===== src/rtl/i2s_pkg.sv =====
// i2s_pkg: shared constants and types for the I2S microphone receiver.
//   SLOTS_PER_CH / FRAME_SLOTS / SLOT_W describe the 64-slot I2S frame.
//   CH_LEFT / CH_RIGHT encode the channel carried by WS (and sample_chan).
package i2s_pkg;

  localparam int SLOTS_PER_CH = 32;
  localparam int FRAME_SLOTS  = 64;
  localparam int SLOT_W       = 6;

  localparam logic CH_LEFT  = 1'b0;
  localparam logic CH_RIGHT = 1'b1;

  typedef logic [SLOT_W-1:0] slot_t;

endpackage


===== src/rtl/i2s_clk_gen.sv =====
// i2s_clk_gen: bit clock, word select and slot timing for the I2S master.
//   clk, reset : system clock, synchronous active-high reset
//   SCK        : bit clock, clk / (2*HALF_DIV)
//   WS         : word select (slot[5]); changes only as SCK falls
//   rise_evt   : single-cycle strobe, the cycle before SCK rises
//   fall_evt   : single-cycle strobe, the cycle before SCK falls
//   slot       : current slot index 0..63 within the frame
module i2s_clk_gen
  import i2s_pkg::*;
#(
  parameter int HALF_DIV = 16
) (
  input  logic  clk,
  input  logic  reset,
  output logic  SCK,
  output logic  WS,
  output logic  rise_evt,
  output logic  fall_evt,
  output slot_t slot
);

  localparam int               DIV_W    = (HALF_DIV > 1) ? $clog2(HALF_DIV) : 1;
  localparam logic [DIV_W-1:0] DIV_LAST = DIV_W'(HALF_DIV - 1);

  logic [DIV_W-1:0] div_cnt_reg;
  logic             sck_reg;
  slot_t            slot_reg;
  logic             wrap;

  assign wrap     = (div_cnt_reg == DIV_LAST);
  // The strobes are qualified by the current SCK level: the wrap cycle with
  // SCK low is the one whose clock edge drives SCK high, and vice versa.
  assign rise_evt = wrap & ~sck_reg;
  assign fall_evt = wrap & sck_reg;

  always_ff @(posedge clk) begin
    if (reset) begin
      div_cnt_reg <= '0;
      sck_reg     <= 1'b0;
      slot_reg    <= '0;
    end else begin
      div_cnt_reg <= wrap ? '0 : div_cnt_reg + DIV_W'(1);
      if (wrap) begin
        sck_reg <= ~sck_reg;
      end
      // Slot advances with SCK falling so WS (slot MSB) follows the I2S rule
      // of changing on the falling edge; 63 wraps naturally to 0.
      if (fall_evt) begin
        slot_reg <= slot_reg + SLOT_W'(1);
      end
    end
  end

  assign SCK  = sck_reg;
  assign WS   = slot_reg[SLOT_W-1];
  assign slot = slot_reg;

endmodule


===== src/rtl/i2s_mic_rx.sv =====
// i2s_mic_rx: I2S master receiver for a MEMS microphone.
// Generates SCK/WS, deserialises SD (MSB first, one-slot I2S delay) into
// signed DATA_W-bit samples, and offers them on a valid/ready interface with
// a single holding register, a sticky overflow flag and a startup discard of
// STARTUP_FRAMES whole frames.
//   clk, reset   : system clock, synchronous active-high reset
//   SCK, WS      : bit clock and word select to the microphone
//   SD           : serial data from the microphone
//   sample_data  : held sample (two's complement)
//   sample_valid : sample_data holds an unconsumed sample
//   sample_ready : downstream accepts the sample
//   overflow     : sticky, a completed sample was dropped
//   sample_chan  : channel of the held sample (only with I2S_RX_STEREO_EN)
// Build option: define I2S_RX_STEREO_EN to capture the right channel too.
module i2s_mic_rx
  import i2s_pkg::*;
#(
  parameter int HALF_DIV       = 16,
  parameter int DATA_W         = 24,
  parameter int STARTUP_FRAMES = 4
) (
  input  logic                     clk,
  input  logic                     reset,
  output logic                     SCK,
  output logic                     WS,
  input  logic                     SD,
  output logic signed [DATA_W-1:0] sample_data,
  output logic                     sample_valid,
  input  logic                     sample_ready,
`ifdef I2S_RX_STEREO_EN
  output logic                     sample_chan,
`endif
  output logic                     overflow
);

  localparam int              CH_W       = $clog2(SLOTS_PER_CH);
  localparam logic [CH_W-1:0] LAST_SLOT  = CH_W'(DATA_W);
  localparam int              SU_W       = (STARTUP_FRAMES > 0) ? $clog2(STARTUP_FRAMES + 1) : 1;
  localparam slot_t           FRAME_LAST = slot_t'(FRAME_SLOTS - 1);

  logic  rise_evt;
  logic  fall_evt;
  slot_t slot;

  i2s_clk_gen #(
    .HALF_DIV(HALF_DIV)
  ) u_clk_gen (
    .clk      (clk),
    .reset    (reset),
    .SCK      (SCK),
    .WS       (WS),
    .rise_evt (rise_evt),
    .fall_evt (fall_evt),
    .slot     (slot)
  );

  logic [CH_W-1:0] ch_slot;
  logic            ch_sel;
  logic            ch_enabled;
  logic            bit_slot;
  logic            capture;
  logic            word_done;
  logic            frame_wrap;
  logic            discard;

  assign ch_slot = slot[CH_W-1:0];
  assign ch_sel  = slot[SLOT_W-1];

`ifdef I2S_RX_STEREO_EN
  assign ch_enabled = 1'b1;
`else
  assign ch_enabled = (ch_sel == CH_LEFT);
`endif

  // Channel slot 0 is the I2S delay bit; slots beyond DATA_W are padding.
  assign bit_slot   = (ch_slot != '0) && (ch_slot <= LAST_SLOT);
  assign capture    = rise_evt & bit_slot & ch_enabled;
  assign word_done  = capture & (ch_slot == LAST_SLOT);
  assign frame_wrap = fall_evt & (slot == FRAME_LAST);

  logic [DATA_W-1:0] shift_reg, shift_next;
  logic              done_reg;
  logic [SU_W-1:0]   su_reg, su_next;
  logic [DATA_W-1:0] data_reg, data_next;
  logic              valid_reg, valid_next;
  logic              ovf_reg, ovf_next;
`ifdef I2S_RX_STEREO_EN
  logic              done_chan_reg;
  logic              chan_reg, chan_next;
`endif

  assign discard = (su_reg != '0);

  always_comb begin
    shift_next = shift_reg;
    if (capture) begin
      shift_next = (shift_reg << 1) | DATA_W'(SD);
    end
  end

  always_comb begin
    su_next = su_reg;
    if (frame_wrap && discard) begin
      su_next = su_reg - SU_W'(1);
    end
  end

  // done_reg marks the cycle after the LSB was shifted in: shift_reg now holds
  // the whole word. A transfer in the same cycle frees the holding register,
  // so the new word loads without a bubble instead of being dropped.
  always_comb begin
    data_next  = data_reg;
    valid_next = valid_reg;
    ovf_next   = ovf_reg;
`ifdef I2S_RX_STEREO_EN
    chan_next  = chan_reg;
`endif
    if (valid_reg && sample_ready) begin
      valid_next = 1'b0;
    end
    if (done_reg && !discard) begin
      if (!valid_reg || sample_ready) begin
        data_next  = shift_reg;
        valid_next = 1'b1;
`ifdef I2S_RX_STEREO_EN
        chan_next  = done_chan_reg;
`endif
      end else begin
        ovf_next = 1'b1;
      end
    end
  end

  always_ff @(posedge clk) begin
    if (reset) begin
      shift_reg     <= '0;
      done_reg      <= 1'b0;
      su_reg        <= SU_W'(STARTUP_FRAMES);
      data_reg      <= '0;
      valid_reg     <= 1'b0;
      ovf_reg       <= 1'b0;
`ifdef I2S_RX_STEREO_EN
      done_chan_reg <= CH_LEFT;
      chan_reg      <= CH_LEFT;
`endif
    end else begin
      shift_reg     <= shift_next;
      done_reg      <= word_done;
      su_reg        <= su_next;
      data_reg      <= data_next;
      valid_reg     <= valid_next;
      ovf_reg       <= ovf_next;
`ifdef I2S_RX_STEREO_EN
      if (word_done) begin
        done_chan_reg <= ch_sel;
      end
      chan_reg      <= chan_next;
`endif
    end
  end

  assign sample_data  = data_reg;
  assign sample_valid = valid_reg;
  assign overflow     = ovf_reg;
`ifdef I2S_RX_STEREO_EN
  assign sample_chan  = chan_reg;
`endif

endmodule


===== config.mk =====
export PLATFORM = sky130hd
export DESIGN_NAME = i2s_mic_rx
export DESIGN_NICKNAME = d
export VERILOG_FILES = /design/src/rtl/i2s_pkg.sv /design/src/rtl/i2s_clk_gen.sv /design/src/rtl/i2s_mic_rx.sv
export SDC_FILE = /design/constraint.sdc
export NUM_CORES = 1
export LEC_CHECK = 0
export ABC_AREA = 1
export CAP_MARGIN = 20
export CORE_ASPECT_RATIO = 0.8
export CORE_MARGIN = 8
export CORE_UTILIZATION = 50
export DETAILED_ROUTE_END_ITERATION = 16
export PLACE_DENSITY = 0.76
export SLEW_MARGIN = 10
export SYNTH_ARGS = -nofsm -noshare
export SYNTH_HDL_FRONTEND = slang
export SYNTH_SLANG_ARGS = --single-unit
export TNS_END_PERCENT = 50

===== constraint.sdc =====
create_clock -name clk -period 3.97 [get_ports clk]
set_input_delay 0.794 -clock clk [delete_from_list [all_inputs] [get_ports clk]]
set_output_delay 0.794 -clock clk [all_outputs]
set_load 0.02 [all_outputs]

After elaboration in Yosys (flattened, before gate mapping). Index checks and enable logic that the tools add are counted.

$add $sub $neg: 3. Multipliers: 0. Div/mod/pow operators: 0. Magnitude comparators: 1. Equal/unequal tests: 3. Shifts and indexed selects: 0. Mux-type cells: 3. Bitwise gates (word level): 10. Reduce and logical (&&, ||, !) cells: 12.

Operators with widths (number): OR 24 x 1 -> 24 bit (1); adder 6 x 1 -> 6 bit, second input constant (1); bitwise AND 1 bit (6); == test 6 bit, second input constant (1); == test 5 bit, second input constant (1); <= comparator 5 bit, second input constant (1); nonzero test 5 bit (1); adder 4 x 1 -> 4 bit, second input constant (1); == test 4 bit, second input constant (1); logical AND 1 bit (4); AND reduction 2 bit (2); 2-to-1 mux 1 bit (3); inverter 1 bit (3); nonzero test 3 bit (1); subtractor 3 x 1 -> 3 bit, second input constant (1); logical NOT 1 bit (2); OR reduction 2 bit (1); logical OR 1 bit (1).

Bits in registers: 65. Latch bits: 0. Bits in writable memories: 0. ROM bits: 0. Input port bits: 4. Output and inout bits: 28. Word-level logic and storage cells: 41. Memories: 0.

Logic depth before layout (Yosys ltp).
Depth after elaboration: 5. Mapped depth: 10. Depth with buffers taken out: 9.

Cells and area by module. From an unflattened synthesis, not the netlist that was laid out.

Cells, all modules: 396. Area total of the unflattened synthesis: 2811.4 µm².

By module, submodules not included: i2s_mic_rx (times used 1, cells an instance 331, area an instance 2316.0 µm², seq. area each 1081.0 µm²); i2s_clk_gen (times used 1, cells an instance 65, area an instance 495.5 µm², seq. area each 220.2 µm²).

Worst setup path after synthesis. Ideal clock, no wire load.

Path kind: input -> register. Start point: in sample_ready. End point: reg data_reg[10] (netlist: sample_data[10]). Setup time: 116 ps. Arrival: 1407 ps. Required time: 3854 ps. Path slack: 2448 ps. Stages on the path: 6. Path buffers: 1. Cells stage by stage: nor2_1 -> nor2_2 -> inv_2 -> buf_2 -> nor2_1 -> nor2_1.

Longest elaborated chain between the ends: 2.

RTL lines: start: declaration (RTL line i2s_mic_rx.sv:29) `input logic sample_ready,`; logical OR 1 bit (RTL line i2s_mic_rx.sv:122) `if (!valid_reg || sample_ready) begin`; AND reduction 2 bit (no source line); end signal: assignment (RTL line i2s_mic_rx.sv:150) `data_reg <= data_next;`; end: declaration (RTL line i2s_mic_rx.sv:84) `logic [DATA_W-1:0] data_reg, data_next;`.

Every way passes these cells. A chain may end at the register's enable or synchronous reset.

Worst setup path after layout.
Start point: in sample_ready. End point: reg data_reg[7] (netlist: sample_data[7]).

Same word-level chain as after synthesis.

==> impl_results.md <==
- Remaining antenna violation count: 0
- GRT Total Usage: 14.0%
- Clk pin slew, worst setup/hold paths: 70 ps
- Max FO, Critical Path: 25
- Clock Skew: 9.28 ps
- Vias: 2212
- Net count reported at finish: 383
- VDD IR max: 0.251 mV
- Synth area leader: dfxtp_1
- Die area: 0.00815 mm^2
- Critical path capture point type: register
- CTS tree: done
- HPWL after DPL: 3.36 mm
- Min-delay worst type: register to register
- Initial DRC count: 167
- First-pass GRT wire length: 9.05 mm
- Hold Violations, Final: 0
- # H-tree levels: 3
- Crit path launch type: primary input
- Root Buffer: clkbuf_8
- Fin Setup TNS: 0 ps
- Syn Nets: 357
- GPL Wtd Cong: 0.779
- Most frequent cells in the layout: 91 x nor2_1, 65 x dfxtp_1, 42 x nand2_1
- # clock sinks: 65
- Initial antenna violation count: 0
- Outcome: finished clean
- Routed wire length: 5.22 mm
- Mapped cell area: 0.00275 mm^2
- Synth unique cells: 31
- Num CTS Buffers: 9
- Minimum clock period: 2460 ps
- # port buffers: 31
- Total gr overflow: 0
- Register bit total from synthesis: 65
- Least-Margin Pin Slew: 893 ps
- Setup bufs post-CTS: 0
- Crit path arrival time: 2700 ps
- Cells after Synth: 348
- Starting density of the core: 51.2%
- Area Overhead vs Synth: 18.2%
- Fillers: 500
- Hold_buf cts: 0
- Residual DRC: 0
- Layout cells sized above 1: 9.79%
- Die H: 82.4 um
- Avg Inst Size Synth: 7.91 um^2
- Crit Path Class: primary input to register
- Detailed-route wire length per cell: 11.8 um
- RSZ-0062 raised after global routing: no
- Max cap viols: 0
- Clock Path Buffers: 2
- Synth top area share: 47.3%
- Top cells by area, synth: dfxtp_1 47%, nor2_1 12%, nand3b_1 6.8%, nand2_1 5.7%, o21ai_0 4.5%
- Final Setup Violations: 0
- Seq/Total Area, Yosys: 47.3%
- Final hold slack: 459 ps
- Die Wd: 99.0 um
- Power per Cell Area: 355 mW/mm^2
- Largest net degree at the start of global routing: 49
- Pleak: 1.35 nW
- Period utilization: 62.0%
- Rows: 24
- Diodes inserted: 0
- CP Data Required Time: 4200 ps
- Fmax: 406 MHz
- Vias in the first global route: 1987
- DR pass1 iterations: 4
- Core Region: 0.00538 mm^2
- Area occupied by multi-input gates: 0.00126 mm^2
- I/O pin total: 32
- Slew headroom: 40.4%
- Max Slew Vio Count: 0
- FF+latch area: 0.00130 mm^2
- Worst skew pair latency: 340 ps
- Commonest non-fill, non-tap cell in the layout: nor2_1
- Warnings from Yosys: 0
- DR vias/cell: 4.99
- Gates resized, CTS repair: 0
## routing by layer
layer	vias to the layer above	share of wire, %	track usage [%]
li1	1177	-	-
met1	986	50	16.8
met2	45	42	21.8
met3	4	6.5	6.87
met4	0	0.82	4.12
met5	-	0	0
## synth_stat cells (all sizes together)
| cell | n |
|---|---|
| nor2 | 95 |
| dfxtp | 65 |
| nand2 | 42 |
| a21oi | 30 |
| o21ai | 29 |
| nand3b | 25 |
| inv | 18 |
| buf | 12 |
| clkbuf | 8 |
| nand3 | 8 |
| ha | 5 |
| nand4 | 3 |
| nor3 | 2 |
| nor3b | 1 |
| nor4 | 1 |
| o21a | 1 |
| or2 | 1 |
| xnor2 | 1 |
| xor2 | 1 |
## stage by stage
step / util (%) / total power [W] / cell area (um^2) / worst slack (ps) / instances
after CTS: 59.5 / 0.00117 / 3200 / 1480 / 441
after global placement: 56.5 / 0.000698 / 3040 / 1170 / 426
after global routing: 60.5 / 0.00121 / 3250 / 1260 / 443
after floorplan: - / 0.000690 / 2750 / 2450 / 348
after detailed placement: 56.5 / 0.000699 / 3040 / 1120 / 426
final: 60.5 / 0.00116 / 3250 / 1510 / 443
## where the power goes
group | internal (W) | switching (W) | leakage (nW)
Clock | 0.000236 | 0.000236 | 0.0887
Sequential | 0.000655 | 0.00000233 | 0.524
Combinational | 0.0000106 | 0.0000161 | 0.739
Total | 0.000901 | 0.000254 | 1.35
## kinds of logic (layout without fill, tap and decap cells)
kind of cell             Yosys count  in the layout  share of synthesized area, %
AO/OA/AOI/OAI                     60             60                          12.5
XOR/XNOR                           2              2                         0.636
adder cells (fa/ha/maj)            5              5                          2.27
AND/OR/NAND/NOR                  178            178                          30.1
flip-flops                        65             65                          47.3
buffers and inverters             38             68                          7.18
## cell type report
class                      count  area share [%]
sequential                    65            40.0
multi-input combinational    245            38.8
timing repair buffer          35            11.7
clock buffer                  11            4.35
tap                           65            2.50
inverter                      18            2.08
clock inverter                 4           0.615
## critical path, stage by stage
cell and delay, ps:
clkdlybuf4s50_1 450, nor2_1 70, nor2_2 700, inv_2 390, nor2_1 220, nor2_1 70
## path summary, 6_finish.rpt
check,start,to,slack [ps],cells after the start
hold / removal,u_clk_gen.div_cnt_reg[0],u_clk_gen.div_cnt_reg[0],460,1
setup reg to reg,su_reg[0],sample_data[7],1680,9
hold reg to reg,u_clk_gen.div_cnt_reg[0],u_clk_gen.div_cnt_reg[0],460,1
setup / recovery,sample_ready,sample_data[7],1510,6
(Power assumes the default switching activity.)
